**src/rtl/micro_uart_pkg.sv**
```systemverilog
// rtl/micro_uart_pkg.sv - shared register map, bit positions and RX state encodings
package micro_uart_pkg;

  localparam logic [3:0] OFF_DATA = 4'h0;
  localparam logic [3:0] OFF_BAUD = 4'h4;
  localparam logic [3:0] OFF_STAT = 4'h8;

  localparam int ST_RX_HAS_DATA = 0;
  localparam int ST_RX_OVERFLOW = 1;
  localparam int ST_TX_READY    = 2;
  localparam int ST_RX_IRQ      = 3;
  localparam int ST_TX_IRQ      = 4;

  localparam int CTL_RX_EN = 0;
  localparam int CTL_TX_EN = 1;

  localparam int TICKS_PER_BIT = 8;
  localparam logic [2:0] BIT_LAST_TICK  = 3'(TICKS_PER_BIT - 1);
  localparam logic [2:0] HALF_LAST_TICK = 3'(TICKS_PER_BIT / 2 - 1);
  localparam logic [3:0] TX_STOP_BIT    = 4'd9;

  typedef enum logic [1:0] {
    RX_IDLE = 2'd0,
    RX_DATA = 2'd1,
    RX_LOAD = 2'd2,
    RX_STOP = 2'd3
  } rx_state_e;

endpackage

```
**src/rtl/micro_uart_core.sv**
```systemverilog
// rtl/micro_uart_core.sv - baud generator, 8N1 transmitter, receiver and RX holding flags
module micro_uart_core
  import micro_uart_pkg::*;
(
  input  logic        clk,
  input  logic        reset,
  input  logic [15:0] baud_i,
  input  logic        tx_start_i,
  input  logic [7:0]  tx_data_i,
  input  logic        rx_read_i,
  input  logic        ser_in_i,
  output logic        ser_out_o,
  output logic        tx_ready_o,
  output logic [7:0]  rx_data_o,
  output logic        rx_has_data_o,
  output logic        rx_overflow_o
);

  logic [15:0] baud_cnt_q, baud_cnt_d;
  logic        tick;

  assign tick       = (baud_cnt_q == 16'd0);
  assign baud_cnt_d = tick ? baud_i : baud_cnt_q - 16'd1;

  always_ff @(posedge clk) begin
    if (reset) baud_cnt_q <= 16'd0;
    else       baud_cnt_q <= baud_cnt_d;
  end

  logic       tx_busy_q;
  logic       ser_out_q;
  logic [8:0] tx_shift_q;
  logic [3:0] tx_bit_q;
  logic [2:0] tx_tick_q;

  // The start bit is driven as soon as the write lands; later bits change on tick boundaries.
  always_ff @(posedge clk) begin
    if (reset) begin
      tx_busy_q  <= 1'b0;
      ser_out_q  <= 1'b1;
      tx_shift_q <= '1;
      tx_bit_q   <= 4'd0;
      tx_tick_q  <= 3'd0;
    end else if (!tx_busy_q) begin
      if (tx_start_i) begin
        tx_busy_q  <= 1'b1;
        ser_out_q  <= 1'b0;
        tx_shift_q <= {1'b1, tx_data_i};
        tx_bit_q   <= 4'd0;
        tx_tick_q  <= 3'd0;
      end
    end else if (tick) begin
      tx_tick_q <= tx_tick_q + 3'd1;
      if (tx_tick_q == BIT_LAST_TICK) begin
        if (tx_bit_q == TX_STOP_BIT) begin
          tx_busy_q <= 1'b0;
          ser_out_q <= 1'b1;
        end else begin
          ser_out_q  <= tx_shift_q[0];
          tx_shift_q <= {1'b1, tx_shift_q[8:1]};
          tx_bit_q   <= tx_bit_q + 4'd1;
        end
      end
    end
  end

  rx_state_e  rx_state;
  logic       rx_in_q;
  logic       rx_start_q;
  logic [2:0] rx_tick_q;
  logic [2:0] rx_bit_q;
  logic [7:0] rx_shift_q;
  logic       rx_xfer;

  assign rx_xfer = (rx_state == RX_LOAD) && tick && (rx_tick_q == BIT_LAST_TICK);

  always_ff @(posedge clk) begin
    if (reset) begin
      rx_state   <= RX_IDLE;
      rx_in_q    <= 1'b1;
      rx_start_q <= 1'b0;
      rx_tick_q  <= 3'd0;
      rx_bit_q   <= 3'd0;
      rx_shift_q <= 8'h00;
    end else begin
      rx_in_q <= ser_in_i;
      case (rx_state)
        RX_IDLE: begin
          if (!rx_in_q) begin
            rx_state   <= RX_DATA;
            rx_start_q <= 1'b1;
            rx_tick_q  <= 3'd0;
            rx_bit_q   <= 3'd0;
          end
        end
        RX_DATA: begin
          if (tick) begin
            rx_tick_q <= rx_tick_q + 3'd1;
            if (rx_start_q) begin
              // Half a bit in: a high line means the start edge was a glitch.
              if (rx_tick_q == HALF_LAST_TICK) begin
                rx_tick_q  <= 3'd0;
                rx_start_q <= 1'b0;
                if (rx_in_q) rx_state <= RX_IDLE;
              end
            end else if (rx_tick_q == BIT_LAST_TICK) begin
              rx_shift_q <= {rx_in_q, rx_shift_q[7:1]};
              rx_bit_q   <= rx_bit_q + 3'd1;
              if (rx_bit_q == 3'd7) rx_state <= RX_LOAD;
            end
          end
        end
        RX_LOAD: begin
          if (tick) begin
            rx_tick_q <= rx_tick_q + 3'd1;
            if (rx_tick_q == BIT_LAST_TICK) rx_state <= RX_STOP;
          end
        end
        RX_STOP: begin
          if (rx_in_q) rx_state <= RX_IDLE;
        end
        default: rx_state <= RX_IDLE;
      endcase
    end
  end

  logic [7:0] rx_data_q;
  logic       rx_has_q;
  logic       rx_ovf_q;

  // A read landing on the transfer clock consumes the old byte, so no overflow is flagged.
  always_ff @(posedge clk) begin
    if (reset) begin
      rx_data_q <= 8'h00;
      rx_has_q  <= 1'b0;
      rx_ovf_q  <= 1'b0;
    end else if (rx_xfer) begin
      rx_data_q <= rx_shift_q;
      rx_has_q  <= 1'b1;
      rx_ovf_q  <= rx_has_q & ~rx_read_i;
    end else if (rx_read_i) begin
      rx_has_q <= 1'b0;
      rx_ovf_q <= 1'b0;
    end
  end

  assign ser_out_o     = ser_out_q;
  assign tx_ready_o    = ~tx_busy_q;
  assign rx_data_o     = rx_data_q;
  assign rx_has_data_o = rx_has_q;
  assign rx_overflow_o = rx_ovf_q;

endmodule

```
**src/rtl/micro_uart_apb.sv**
```systemverilog
// rtl/micro_uart_apb.sv - APB register wrapper and interrupt for the 8N1 UART core
module micro_uart_apb
  import micro_uart_pkg::*;
(
  input  logic        clk,
  input  logic        reset,
  input  logic        apb_psel,
  input  logic        apb_penable,
  input  logic        apb_pwrite,
  input  logic [3:0]  apb_paddr,
  input  logic [31:0] apb_pwdata,
  output logic [31:0] apb_prdata,
  output logic        irq,
  input  logic        ser_in,
  output logic        ser_out
);

  logic        wr_en, rd_en;
  logic [3:0]  reg_off;
  logic [15:0] baud_q;
  logic        rx_en_q, tx_en_q, irq_q;
  logic        tx_ready, rx_has_data, rx_overflow;
  logic [7:0]  rx_data;
  logic [4:0]  status;
  logic        unused_bits;

  assign wr_en       = apb_psel & apb_penable & apb_pwrite;
  assign rd_en       = apb_psel & apb_penable & ~apb_pwrite;
  assign reg_off     = {apb_paddr[3:2], 2'b00};
  assign unused_bits = ^{apb_pwdata[31:16], apb_paddr[1:0]};

  always_comb begin
    status                 = '0;
    status[ST_RX_HAS_DATA] = rx_has_data;
    status[ST_RX_OVERFLOW] = rx_overflow;
    status[ST_TX_READY]    = tx_ready;
    status[ST_RX_IRQ]      = rx_en_q & rx_has_data;
    status[ST_TX_IRQ]      = tx_en_q & tx_ready;
  end

  always_ff @(posedge clk) begin
    if (reset) begin
      baud_q  <= 16'd0;
      rx_en_q <= 1'b0;
      tx_en_q <= 1'b0;
      irq_q   <= 1'b0;
    end else begin
      if (wr_en && reg_off == OFF_BAUD) baud_q <= apb_pwdata[15:0];
      if (wr_en && reg_off == OFF_STAT) begin
        rx_en_q <= apb_pwdata[CTL_RX_EN];
        tx_en_q <= apb_pwdata[CTL_TX_EN];
      end
      irq_q <= status[ST_RX_IRQ] | status[ST_TX_IRQ];
    end
  end

  always_comb begin
    apb_prdata = 32'h0;
    if (apb_psel) begin
      case (reg_off)
        OFF_DATA: apb_prdata[7:0]  = rx_data;
        OFF_BAUD: apb_prdata[15:0] = baud_q;
        OFF_STAT: apb_prdata[4:0]  = status;
        default:  apb_prdata       = 32'h0;
      endcase
    end
  end

  micro_uart_core u_core (
    .clk           (clk),
    .reset         (reset),
    .baud_i        (baud_q),
    .tx_start_i    (wr_en && reg_off == OFF_DATA),
    .tx_data_i     (apb_pwdata[7:0]),
    .rx_read_i     (rd_en && reg_off == OFF_DATA),
    .ser_in_i      (ser_in),
    .ser_out_o     (ser_out),
    .tx_ready_o    (tx_ready),
    .rx_data_o     (rx_data),
    .rx_has_data_o (rx_has_data),
    .rx_overflow_o (rx_overflow)
  );

  assign irq = irq_q;

endmodule

```
**config.mk**
```make
export PLATFORM = sky130hd
export DESIGN_NAME = micro_uart_apb
export DESIGN_NICKNAME = d
export VERILOG_FILES = /design/src/rtl/micro_uart_pkg.sv /design/src/rtl/micro_uart_core.sv /design/src/rtl/micro_uart_apb.sv
export SDC_FILE = /design/constraint.sdc
export NUM_CORES = 1
export LEC_CHECK = 0
export ABC_CLOCK_PERIOD_IN_PS = 2800
export CAP_MARGIN = 20
export CORE_MARGIN = 5
export CORE_UTILIZATION = 30
export CTS_CLUSTER_SIZE = 30
export DETAILED_ROUTE_END_ITERATION = 10
export PLACE_DENSITY = 0.53
export SETUP_SLACK_MARGIN = 0.4
export SLEW_MARGIN = 20
export SYNTH_ARGS = -nofsm -noshare
export SYNTH_HDL_FRONTEND = slang
export SYNTH_HIERARCHICAL = 1
export SYNTH_SLANG_ARGS = --single-unit
```
**constraint.sdc**
```tcl
create_clock -name clk -period 2.8 [get_ports clk]
set_input_delay 0.7 -clock clk [delete_from_list [all_inputs] [get_ports clk]]
set_output_delay 0.7 -clock clk [all_outputs]
set_load 0.005 [all_outputs]
```
-- After elaboration in Yosys (flattened, before gate mapping)
Cells that the tools add are included.
- equal/unequal tests: 22
- reduce and logical (&&, ||, !) cells: 21
- multiplexer cells: 56
- add/subtract/negate cells: 5
- bitwise logic cells: 11
- operators by type and width (cell ; number):
    2-to-1 mux 9 bit ; 5
    2-to-1 mux 3 bit ; 11
    2-to-1 mux 16 bit ; 2
    2-to-1 mux 4 bit ; 5
    2-to-1 mux 2 bit ; 9
    2-to-1 mux 1 bit ; 17
    zero test 16 bit ; 1
    subtractor 16 x 1 -> 16 bit (second input constant) ; 1
    one-hot mux 5 bit (3 select lines) ; 1
    one-hot mux 3 bit (2 select lines) ; 2
    AND reduction 4 bit ; 3
    inequality test 2 bit (second input constant) ; 5
    adder 3 x 1 -> 3 bit (second input constant) ; 3
    equality test 3 bit (second input constant) ; 3
    one-hot mux 3 bit (3 select lines) ; 1
    2-to-1 mux 8 bit ; 1
    inequality test 2 x 1 -> 1 bit (second input constant) ; 4
    one-hot mux 2 bit (4 select lines) ; 1
    AND reduction 7 bit ; 1
    bitwise AND 1 bit ; 6
    equality test 2 bit (second input constant) ; 3
    logical AND 1 bit ; 6
    inequality test 3 x 1 -> 1 bit (second input constant) ; 2
    AND reduction 3 bit ; 2
    14 further kinds ; 20
- word-level logic and storage cells: 134
- input bits: 42
- register bits: 81
- output and inout bits: 34

-- Longest topological paths before layout
Gate-level depths: netlist of run 1.
- word-level depth: 6
- depth in mapped cells: 8
- depth with buffers taken out: 7

-- Hierarchy
Netlist of run 1, hierarchy kept.
- by module, submodules not included (module ; area each (µm²) ; sequential area each (µm²) ; times used ; cells an instance):
    micro_uart_core ; 3089.2 ; 1221.2 ; 1 ; 340
    micro_uart_apb ; 1244.9 ; 380.4 ; 1 ; 139

-- Least setup slack after synthesis of run 1
OpenSTA, ideal clock, no wires.
- path kind: input to output
- start: in apb_paddr[2]
- end: out apb_prdata[15]
- required time: 2.100 ns
- cell stages on the path: 3
- path buffers: 1
- setup slack: 0.714 ns
- arrival time: 1.386 ns
- cell sequence: nor2b_1 > clkbuf_1 > and3_2
- longest elaborated chain between the ends: 3
- ends and longest elaborated chain (item ; line ; text):
    from (decl) ; micro_uart_apb.sv:10 ; input logic [3:0] apb_paddr,
    equality test 2 x 1 -> 1 bit ; micro_uart_apb.sv:60 ; case (reg_off)
    2-to-1 mux 8 bit ; micro_uart_apb.sv:60 ;
    2-to-1 mux 16 bit ; micro_uart_apb.sv:59 ; if (apb_psel) begin
    to (decl) ; micro_uart_apb.sv:12 ; output logic [31:0] apb_prdata,
No other way between the ends.

-- Worst setup path in the final report of run 1
- start: in apb_paddr[3]
- end: out apb_prdata[1]
- longest elaborated chain between the ends: 3
- elaborated cells on any way between the ends: 5
- ends and longest elaborated chain (item ; line):
    equality test 2 bit (tied with other cells) ; micro_uart_apb.sv:60
    one-hot mux 5 bit (3 select lines) (*) ; micro_uart_apb.sv:60
    2-to-1 mux 16 bit (*) ; micro_uart_apb.sv:59
Every way passes the cells marked *; elsewhere a longest branch is shown, timed or not.

==> results of run 1 <==
## area by class of cell
type / count / area, µm²
Fill cell: 1438 / 9060
Multi-Input combinational cell: 358 / 2520
Sequential cell: 80 / 1600
Timing Repair Buffer: 68 / 612
Tap cell: 184 / 230
Clock buffer: 10 / 229
Clock inverter: 6 / 67.6
Inverter: 12 / 45.0
## flip-flops by register name, indices dropped and copies added (netlist names), 3 cells and up
signal,cells
u_core/tx_tick_q,3
u_core/rx_data_o,8
u_core/tx_shift_q,8
u_core/baud_cnt_q,16
baud_q,16
u_core/rx_tick_q,3
u_core/rx_bit_q,3
u_core/rx_shift_q,8
u_core/tx_bit_q,4
## power by group
part	internal, W	switching, W
Combinational	0.000449	0.000643
Clock	0.000696	0.000487
Sequential	0.00126	0.000126
## final timing paths
path / from / to / slack (ns) / cells past startpoint
worst max-delay path: apb_paddr[3] / apb_prdata[1] / 0.45 / 6
worst min register to register: u_core/rx_data_o[6] / u_core/rx_data_o[6] / 0.47 / 2
worst min-delay path: u_core/rx_data_o[6] / u_core/rx_data_o[6] / 0.47 / 2
worst max register to register: u_core/baud_cnt_q[0] / u_core/rx_tick_q[0] / 0.63 / 6
## repair_timing
item,CTS,global route
hold endpoints to repair,0,0
setup buffers,4,0
setup endpoints to repair,16,7
gates resized for setup,46,7
pin swaps,1,0
cloned,1,0
## worst register-to-register path, cell delays in order, from the launching register on
cell     delay [ns]
dfxtp_1        0.34
inv_1          0.09
ha_1           0.19
nor3b_1        0.43
a41oi_2        0.26
or3_4          0.46
mux2_4         0.30
## kinds of logic (layout without fill, tap and decap cells)
family / count (synthesis) / count (layout) / synth area share [%]
flip-flops: 80 / 80 / 37.0
AND/OR/NAND/NOR: 178 / 178 / 23.6
buffers and inverters: 56 / 96 / 6.87
multiplexers: 52 / 52 / 12.1
other: 1 / 16 / 0.0865
AO/OA/AOI/OAI: 84 / 84 / 13.2
XOR/XNOR: 10 / 10 / 2.02
adder cells (fa/ha/maj): 18 / 18 / 5.20
## through the flow
stage / setup TNS, ns / instance area [µm²] / hold slack (ns) / power [W]
after floorplan: 0 / 4390 / 0.434 / 0.00224
after global placement: -2.33 / 4940 / 0.447 / 0.00246
after detailed placement: -2.43 / 4940 / 0.452 / 0.00248
after CTS: 0 / 5290 / 0.470 / 0.00369
after global routing: 0 / 5310 / 0.494 / 0.00387
final: 0 / 5310 / 0.466 / 0.00366
## routing by layer
layer	vias up	part of all wire (%)
met5	-	0
met4	0	1.6
met3	10	2.7
met2	51	49
met1	1679	47
li1	1765	-
## cells in the mapped netlist (4+ instances only)
master    instances
a211oi_1         16
a21oi_1          18
a31oi_1           5
and2_1           11
and3_1            5
buf_2             4
buf_4            17
clkbuf_1         20
dfxtp_1          80
ha_1             18
inv_1            10
mux2i_1          51
nand2_1          31
nand2b_1         41
nand3_1          10
nand4_1           4
nor2_1           33
nor2b_1           6
nor3_1            5
o21ai_0          16
xor2_1            9
==> metrics.cfg, run 1 <==
[timing]
setup_ws_ns=0.453
finClkSkew_ns=0.00950
hold_violations=0
fmax_mhz=426
min_period_ns=2.35
tightest_slew_ns=0.547
rsz0062_at_grt=false
finalMaxSlewViolations=0
slew_headroom_pct=63.3
fin_crit_sh_pct=83.8
finalSetupViolations=0

[detailed_routing]
drtIter0Drc=133
drtAntennaViolNets=0
drcViolationCount=0
vias=3505
wl_per_cell_um=14.8
dr.pass1.iters=4
routed_wl_um=10600
via_per_inst=4.88

[global_routing]
met3_usage_pct=2.46
grt_util_met1_pct=16.1
track_usage_pct=12.7
grt-busiest-layer=met2
grt_util_met2_pct=20.9
antenna_found_initial=0
grt_pass1_wl_um=17200
grt-ovfl-total=0
grt_max_degree=40
grt_pass1_vias=3489

[setup_path]
end_kind=output pin
cp-start-kind=input port
cpPeakStageDelay_ns=0.26
crit_family=buffers and inverters
cp_max_fo=5
slowest_stage=dlygate4sd2_1
path_cells=buf_4, buf_6, mux2i_1, o2bb2ai_1, and2_1, dlygate4sd2_1
worstSetupPathType=input port to output pin
crit_arrival_ns=1.65
crit_required_ns=2.10
path_buf_inv=3

[placement]
pre_cts_ws_ns=-0.214
place.gp.congestion=0.785
dp_hpwl_um=7740
io_buffers=41
placed_cells=697

[synthesis]
syn_area_per_cell_um2=9.05
synth_top_area_share_pct=37.0
synth_edf_count=0
netlist_instances=479
synthTopCellsByArea=dfxtp_1, mux2i_1, nand2b_1
synth-seq-cells=80
ys_seq_area_share_pct=37.0
syn-cell-area_um2=4330
ys_warn_count=6
yosys.area.top_type=dfxtp_1
yosysUniqueCellTypes=65
ys_async_sr_fraction_pct=0
synthFlopType=dfxtp_1

[cells_and_area]
final_cell_mix=dfxtp_1, mux2i_1, nand2b_1, nor2_1, nand2_1
drive_gt1_share_pct=12.7
instances_no_fill=718
area_growth_pct=22.4
post-route-util_pct=36.9
final_common_cell=dfxtp_1
finalNetCount=589
n_antenna_cell=0

[power]
p_per_area_nw_per_um2=689
ir_drop_v=0.000279
power.leakage_nw=2.20

[floorplanning]
dieArea_um2=17000
start_util_pct=30.2
io_pins=76
die_x_um=130
placementRows=44
core_area_um2=14400
die_h_um=130

[min_path]
hp-class=flop to flop

[status]
run_status=finished, final reports clean

[clock_tree]
cts_tree=yes
cts.sinks=80
htreeDepth=3
clkSlewWorstSetupHoldPaths_ns=0.06
clk_path_buf_depth=2
cts-root-buf=clkbuf_16
clk_latency_ns=0.34
numCtsBuffers=9
cts_hold_buf=0

[flow_run]
cap_violations=0

No activity file was read; power rests on OpenSTA's default activity.
==> run 2: changes to the inputs <==
--- a/config.mk
+++ b/config.mk
@@ -5,7 +5,7 @@
 export SDC_FILE = /design/constraint.sdc
 export NUM_CORES = 1
 export LEC_CHECK = 0
-export ABC_CLOCK_PERIOD_IN_PS = 2800
+export ABC_CLOCK_PERIOD_IN_PS = 2200
 export CAP_MARGIN = 20
 export CORE_MARGIN = 5
 export CORE_UTILIZATION = 30
==> constraint.sdc (replaced) <==
create_clock -name clk -period 2.2 [get_ports clk]
set_input_delay 0.55 -clock clk [delete_from_list [all_inputs] [get_ports clk]]
set_output_delay 0.55 -clock clk [all_outputs]
set_load 0.005 [all_outputs]
==> run 2 against run 1 <==
Net effect:
- non-clock buffer count is 40 higher
- global-route usage is 0.99 points higher
- die area unchanged
- combinational power increased by 110%
- worst setup slack worse by 0.20 ns
- clock power rose by 50%
- sequential share of layout area is 3.1 points lower
- via count is 7.0% higher
- register-to-register slack got worse by 0.34 ns
- critical path depth unchanged
- first-iteration DRC count is 6.0% higher
- largest power group is now combinational logic
==> metrics.cfg, run 2 (same netlist as run 1, synthesis figures left out) <==
[min_path]
whs_path_depth=2  ; unchanged
hp-class=flop to flop
whs_endpoint=u_core/rx_data_o[5]
min-delay-start=u_core/rx_data_o[5]

[detailed_routing]
dr.pass1.iters=5  ; +1
drtIter0Drc=141  ; +6.0%
routed_wl_um=11600  ; +9.1%
wl_per_cell_um=15.3  ; +3.3%
vias=3752  ; +7.0%
via_per_inst=4.95  ; +1.4%
drtAntennaViolNets=0  ; unchanged
drcViolationCount=0  ; unchanged

[power]
p_per_area_nw_per_um2=983  ; +43%
p_comb_share_pct=39.4  ; +9.5 points
power.leakage_nw=2.52  ; +14%
pwr-share-seq_pct=30.5  ; -7.3 points
switchingPower_w=0.00194  ; +55%
switching_share_pct=33.0  ; -1.3 points
p_int_w=0.00394  ; +64%
p_clk_share_pct=30.1  ; -2.2 points
ir_drop_v=0.000507  ; +82%

[cells_and_area]
post-route-util_pct=41.6  ; +4.7 points
largest_registers=baud_q: 16 flops, u_core/baud_cnt_q: 16 flops
drive_gt1_share_pct=29.3  ; +17 points
area_growth_pct=38.0
instances_no_fill=758  ; +5.6%
fin_area_um2=5980  ; +13%
n_antenna_cell=0  ; unchanged
final_cell_mix=dfxtp_1, mux2i_1, buf_4, nand2b_1
n_fill_cell=1397  ; -2.9%
finalNetCount=629  ; +6.8%
final_common_cell=dfxtp_1

[clock_tree]
clkSlewWorstSetupHoldPaths_ns=0.06  ; about the same
cts.sinks=80  ; unchanged
clk_path_buf_depth=2  ; unchanged
htreeDepth=3  ; unchanged
numCtsBuffers=9  ; unchanged
cts_hold_buf=0  ; unchanged
cts_tree=yes
cts-root-buf=clkbuf_16
clk_latency_ns=0.33  ; about the same

[setup_path]
r2r_slack_ns=0.29  ; -0.34 ns
r2r-start=u_core/baud_cnt_q[1]
crit_arrival_ns=1.40  ; -0.25 ns
end_kind=output pin
r2r_end=u_core/rx_tick_q[0]
ff2ff_path_depth=6  ; unchanged
worstSetupPathType=input port to output pin
cp-start-kind=input port
crit_required_ns=1.65  ; -0.45 ns
cp_max_fo=5  ; unchanged

[global_routing]
grt-ovfl-total=0  ; unchanged
grt_pass1_wl_um=18500  ; +7.7%
antenna_found_initial=0  ; unchanged
track_usage_pct=13.7  ; +0.99 points
grt_pass1_vias=3755  ; +7.6%
grt_max_degree=33  ; -18%

[timing]
min_period_ns=1.95
fin_hold_ws_ns=0.468  ; +0.00167 ns
fin_crit_sh_pct=88.5
fmax_mhz=514
rsz0062_at_grt=true
finalMaxSlewViolations=0  ; unchanged
finalSetupViolations=0  ; unchanged
finClkSkew_ns=0.00548  ; -0.00402 ns
hold_violations=0  ; unchanged

[floorplanning]
start_util_pct=30.2  ; unchanged
die_x_um=130  ; unchanged
die_h_um=130  ; unchanged
placementRows=44  ; unchanged
dieArea_um2=17000  ; unchanged
core_area_um2=14400  ; unchanged
io_pins=76  ; unchanged

[placement]
detailed_place.area_um2=5030  ; +1.9%
placed_cells=706  ; +1.3%
dp_hpwl_um=7910  ; +2.2%
io_buffers=41  ; unchanged
place.gp.congestion=0.854  ; +8.8%

[status]
run_status=finished, final reports clean

[flow_run]
cap_violations=0  ; unchanged

-- run 2: power by group through the flow --
| stage | combinational [W] | sequential [W] | clock [W] |
|---|---|---|---|
| 2_1_floorplan | 0.00112 | 0.00177 | 0 |
| 3_3_place_gp | 0.00147 | 0.00180 | 0 |
| 3_5_place_dp | 0.00150 | 0.00180 | 0 |
| 4_1_cts | 0.00193 | 0.00178 | 0.00181 |
| 5_1_grt | 0.00252 | 0.00181 | 0.00188 |
| 6_report | 0.00232 | 0.00179 | 0.00177 |
-- run 2: worst max-delay path, cell delays in order --
cell	delay (ns)
buf_8	0.10
buf_6	0.12
buf_6	0.12
or2b_1	0.26
nor2_1	0.12
buf_2	0.13
-- run 2: per-layer routing --
layer  vias to the layer above  part of all wire (%)  wire [µm]  global-route usage [%]
met5                         -                     0          0                       0
met4                         0                   2.0        238                    5.26
met3                        18                   3.9        452                    2.37
met2                        66                    50       5790                    22.9
met1                      1819                    44       5130                    17.7
li1                       1849                     -          -                       -
-- run 2: through the flow --
stage | TNS, ns | total power, W | setup WS, ns
6_report | 0 | 0.00588 | 0.254
5_1_grt | 0 | 0.00622 | 0.208
4_1_cts | 0 | 0.00553 | 0.247
3_5_place_dp | -11.50 | 0.00331 | -0.523
3_3_place_gp | -11.88 | 0.00327 | -0.549
2_1_floorplan | 0 | 0.00289 | 0.380
-- run 2: worst max-delay path by stage --
stage	startpoint	to	slack, ns	cells past startpoint
floorplan	u_core/baud_cnt_q[8]	u_core/rx_tick_q[0]	0.38	4
global placement	apb_psel	apb_prdata[3]	-0.55	4
detailed placement	apb_psel	apb_prdata[3]	-0.52	4
CTS	apb_paddr[3]	apb_prdata[6]	0.25	6
global route	apb_paddr[3]	apb_prdata[6]	0.21	6
finish	apb_paddr[3]	apb_prdata[6]	0.25	6
-- run 2: area by class of cell --
class                           count  area (µm²)  area share [%]
Sequential cell                    80        1620            27.1
Clock buffer                       10         239            4.00
Multi-Input combinational cell    358        2750            46.1
Tap cell                          184         230            3.85
Timing Repair Buffer              108         975            16.3
Inverter                           12        48.8           0.816
Clock inverter                      6         115            1.93
-- run 2: repair_timing --
action | CTS | global route
pin swaps | 24 | 16
setup buffers | 21 | 11
cloned | 2 | 2
endpoints found under the setup margin | 75 | 53
resized for setup | 131 | 42
==> run 3: changes to the inputs <==
--- a/config.mk
+++ b/config.mk
@@ -5,13 +5,13 @@
 export SDC_FILE = /design/constraint.sdc
 export NUM_CORES = 1
 export LEC_CHECK = 0
-export ABC_CLOCK_PERIOD_IN_PS = 2200
+export ABC_CLOCK_PERIOD_IN_PS = 1650
 export CAP_MARGIN = 20
 export CORE_MARGIN = 5
 export CORE_UTILIZATION = 30
 export CTS_CLUSTER_SIZE = 30
 export DETAILED_ROUTE_END_ITERATION = 10
-export PLACE_DENSITY = 0.53
+export PLACE_DENSITY = 0.55
 export SETUP_SLACK_MARGIN = 0.4
 export SLEW_MARGIN = 20
 export SYNTH_ARGS = -nofsm -noshare
==> constraint.sdc (replaced) <==
create_clock -name clk -period 1.65 [get_ports clk]
set_input_delay 0.4125 -clock clk [delete_from_list [all_inputs] [get_ports clk]]
set_output_delay 0.4125 -clock clk [all_outputs]
set_load 0.005 [all_outputs]
==> run 3 against run 2 <==
Net effect:
- the run now ends with negative setup slack left
- utilization grew 4.7 points
- count of clock-buffer cells in the layout is 1 lower
- global-route usage is 1.3 points higher
- non-clock buffer count rose by 47
- clock power up 11%
- hold slack got worse by 0.034 ns
- clock skew increased by 0.0051 ns
- worst setup slack lost 0.47 ns
- final cell count is 5.9% higher
- combinational power increased by 71%
- via count is 3.8% higher
- flip-flop and latch count unchanged
- largest cell class unchanged
- largest power group unchanged
==> metrics.cfg, run 3 (same netlist as run 1, synthesis figures left out) <==
[status]
run_status=finished with violations
violations=negative setup slack

[detailed_routing]
drcViolationCount=0  ; unchanged
wl_per_cell_um=15.6  ; +1.6%
drtAntennaViolNets=0  ; unchanged
dr.pass1.iters=5  ; unchanged
drtIter0Drc=166  ; +18%
routed_wl_um=12500  ; +7.6%
via_per_inst=4.85  ; -2.0%
vias=3896  ; +3.8%

[cells_and_area]
final_cell_mix=buf_4, dfxtp_1, mux2i_1, nand2b_1, buf_6
finalNetCount=676  ; +7.5%
drive_gt1_share_pct=42.5  ; +13 points
n_fill_cell=1299  ; -7.0%
multi_input_area_um2=3080  ; +12%
final_common_cell=buf_4
post-route-util_pct=46.3  ; +4.7 points
seqCellArea_um2=1620  ; unchanged
area_growth_pct=53.6
n_antenna_cell=0  ; unchanged
largest_registers=baud_q: 16 flops, u_core/baud_cnt_q: 16 flops

[floorplanning]
dieArea_um2=17000  ; unchanged
io_pins=76  ; unchanged
die_x_um=130  ; unchanged
start_util_pct=30.2  ; unchanged
die_h_um=130  ; unchanged
core_area_um2=14400  ; unchanged
placementRows=44  ; unchanged

[setup_path]
crit_required_ns=1.87  ; +0.22 ns
cp_max_fo=6  ; +1
cp-start-kind=flop
worstSetupPathType=flop to flop
end_kind=flop
crit_arrival_ns=2.09  ; +0.69 ns

[placement]
place.gp.congestion=0.815  ; -4.6%
dp_hpwl_um=8660  ; +9.5%
io_buffers=41  ; unchanged
pre_cts_ws_ns=-0.812  ; -0.288 ns

[power]
ir_drop_v=0.000530  ; +4.7%
p_clk_share_pct=23.6  ; -6.5 points
power.leakage_nw=2.75  ; +9.4%
switchingPower_w=0.00291  ; +50%
p_comb_share_pct=48.0  ; +8.6 points
pwr-share-seq_pct=28.4  ; -2.1 points
p_int_w=0.00537  ; +36%
p_per_area_nw_per_um2=1240  ; +26%
switching_share_pct=35.1  ; +2.1 points

[clock_tree]
clk_latency_ns=0.34  ; about the same
numCtsBuffers=9  ; unchanged
htreeDepth=3  ; unchanged
cts-root-buf=clkbuf_16
cts.sinks=80  ; unchanged
clk_path_buf_depth=2  ; unchanged
clkSlewWorstSetupHoldPaths_ns=0.06  ; about the same
cts_tree=yes

[global_routing]
track_usage_pct=15.0  ; +1.3 points
grt_pass1_wl_um=19900  ; +7.2%
grt_pass1_vias=4013  ; +6.9%
grt_max_degree=48  ; +45%
antenna_found_initial=0  ; unchanged
grt-ovfl-total=0  ; unchanged

[timing]
rsz0062_at_grt=true
fmax_mhz=536
fin_crit_sh_pct=113
finalSetupViolations=62  ; +62
min_period_ns=1.87
hold_violations=0  ; unchanged
setup_ws_ns=-0.216  ; -0.470 ns
finClkSkew_ns=0.0106  ; +0.00514 ns
finalMaxSlewViolations=0  ; unchanged

[flow_run]
cap_violations=0  ; unchanged

[min_path]
hp-class=input port to flop

[run 3: worst max-delay path, stage by stage, from the launching register on]
cell     delay (ns)
dfxtp_2        0.32
inv_2          0.08
ha_4           0.15
nor3b_4        0.27
buf_6          0.15
nand4_4        0.13
or3_4          0.48
mux2i_2        0.17
[run 3: cell type report]
class	instances	area share [%]
Multi-Input combinational cell	358	46.2
Timing Repair Buffer	155	21.0
Sequential cell	80	24.3
Inverter	12	0.752
Tap cell	184	3.46
Clock buffer	9	3.38
Clock inverter	5	0.902
[run 3: metal layers]
layer | GRT usage (%) | part of all wire [%] | vias to the layer above
met4 | 6.23 | 2.1 | 0
li1 | - | - | 1936
met3 | 2.70 | 3.1 | 21
met5 | 0 | 0 | -
met1 | 18.2 | 44 | 1880
met2 | 26.0 | 50 | 59
[run 3: final timing paths]
kind / start / end / slack [ns] / cells after the start
setup reg to reg: u_core/baud_cnt_q[0] / u_core/rx_shift_q[0] / -0.22 / 7
setup / recovery: u_core/baud_cnt_q[0] / u_core/rx_shift_q[0] / -0.22 / 7
hold / removal: reset / u_core/rx_has_data_o / 0.43 / 2
hold reg to reg: u_core/rx_data_o[3] / u_core/rx_data_o[3] / 0.47 / 2
[run 3: stage by stage]
stage	TNS [ns]	power (W)	hold WS, ns	cells	instance area [µm²]
global route	-11.42	0.00870	0.440	803	6660
floorplan	-1.53	0.00416	0.434	494	4660
detailed placement	-32.19	0.00504	0.461	751	5540
global placement	-30.62	0.00498	0.454	751	5540
CTS	-3.57	0.00778	0.427	794	6320
finish	-7.35	0.00828	0.434	803	6660
[run 3: power by group through the flow]
stage                     clock network (W)  logic, W  registers, W
after floorplan                           0   0.00177       0.00239
after global placement                    0   0.00261       0.00237
after detailed placement                  0   0.00267       0.00237
after CTS                           0.00202   0.00341       0.00234
after global routing                0.00209   0.00423       0.00238
final                               0.00196   0.00397       0.00235
[run 3: repair_timing]
item                                    in CTS  in global routing
hold buffers                                 0                  0
resized for setup                          169                 69
buffers inserted                            27                  9
cloned                                       2                  0
pin swaps                                   39                 30
endpoints found under the setup margin      96                 94
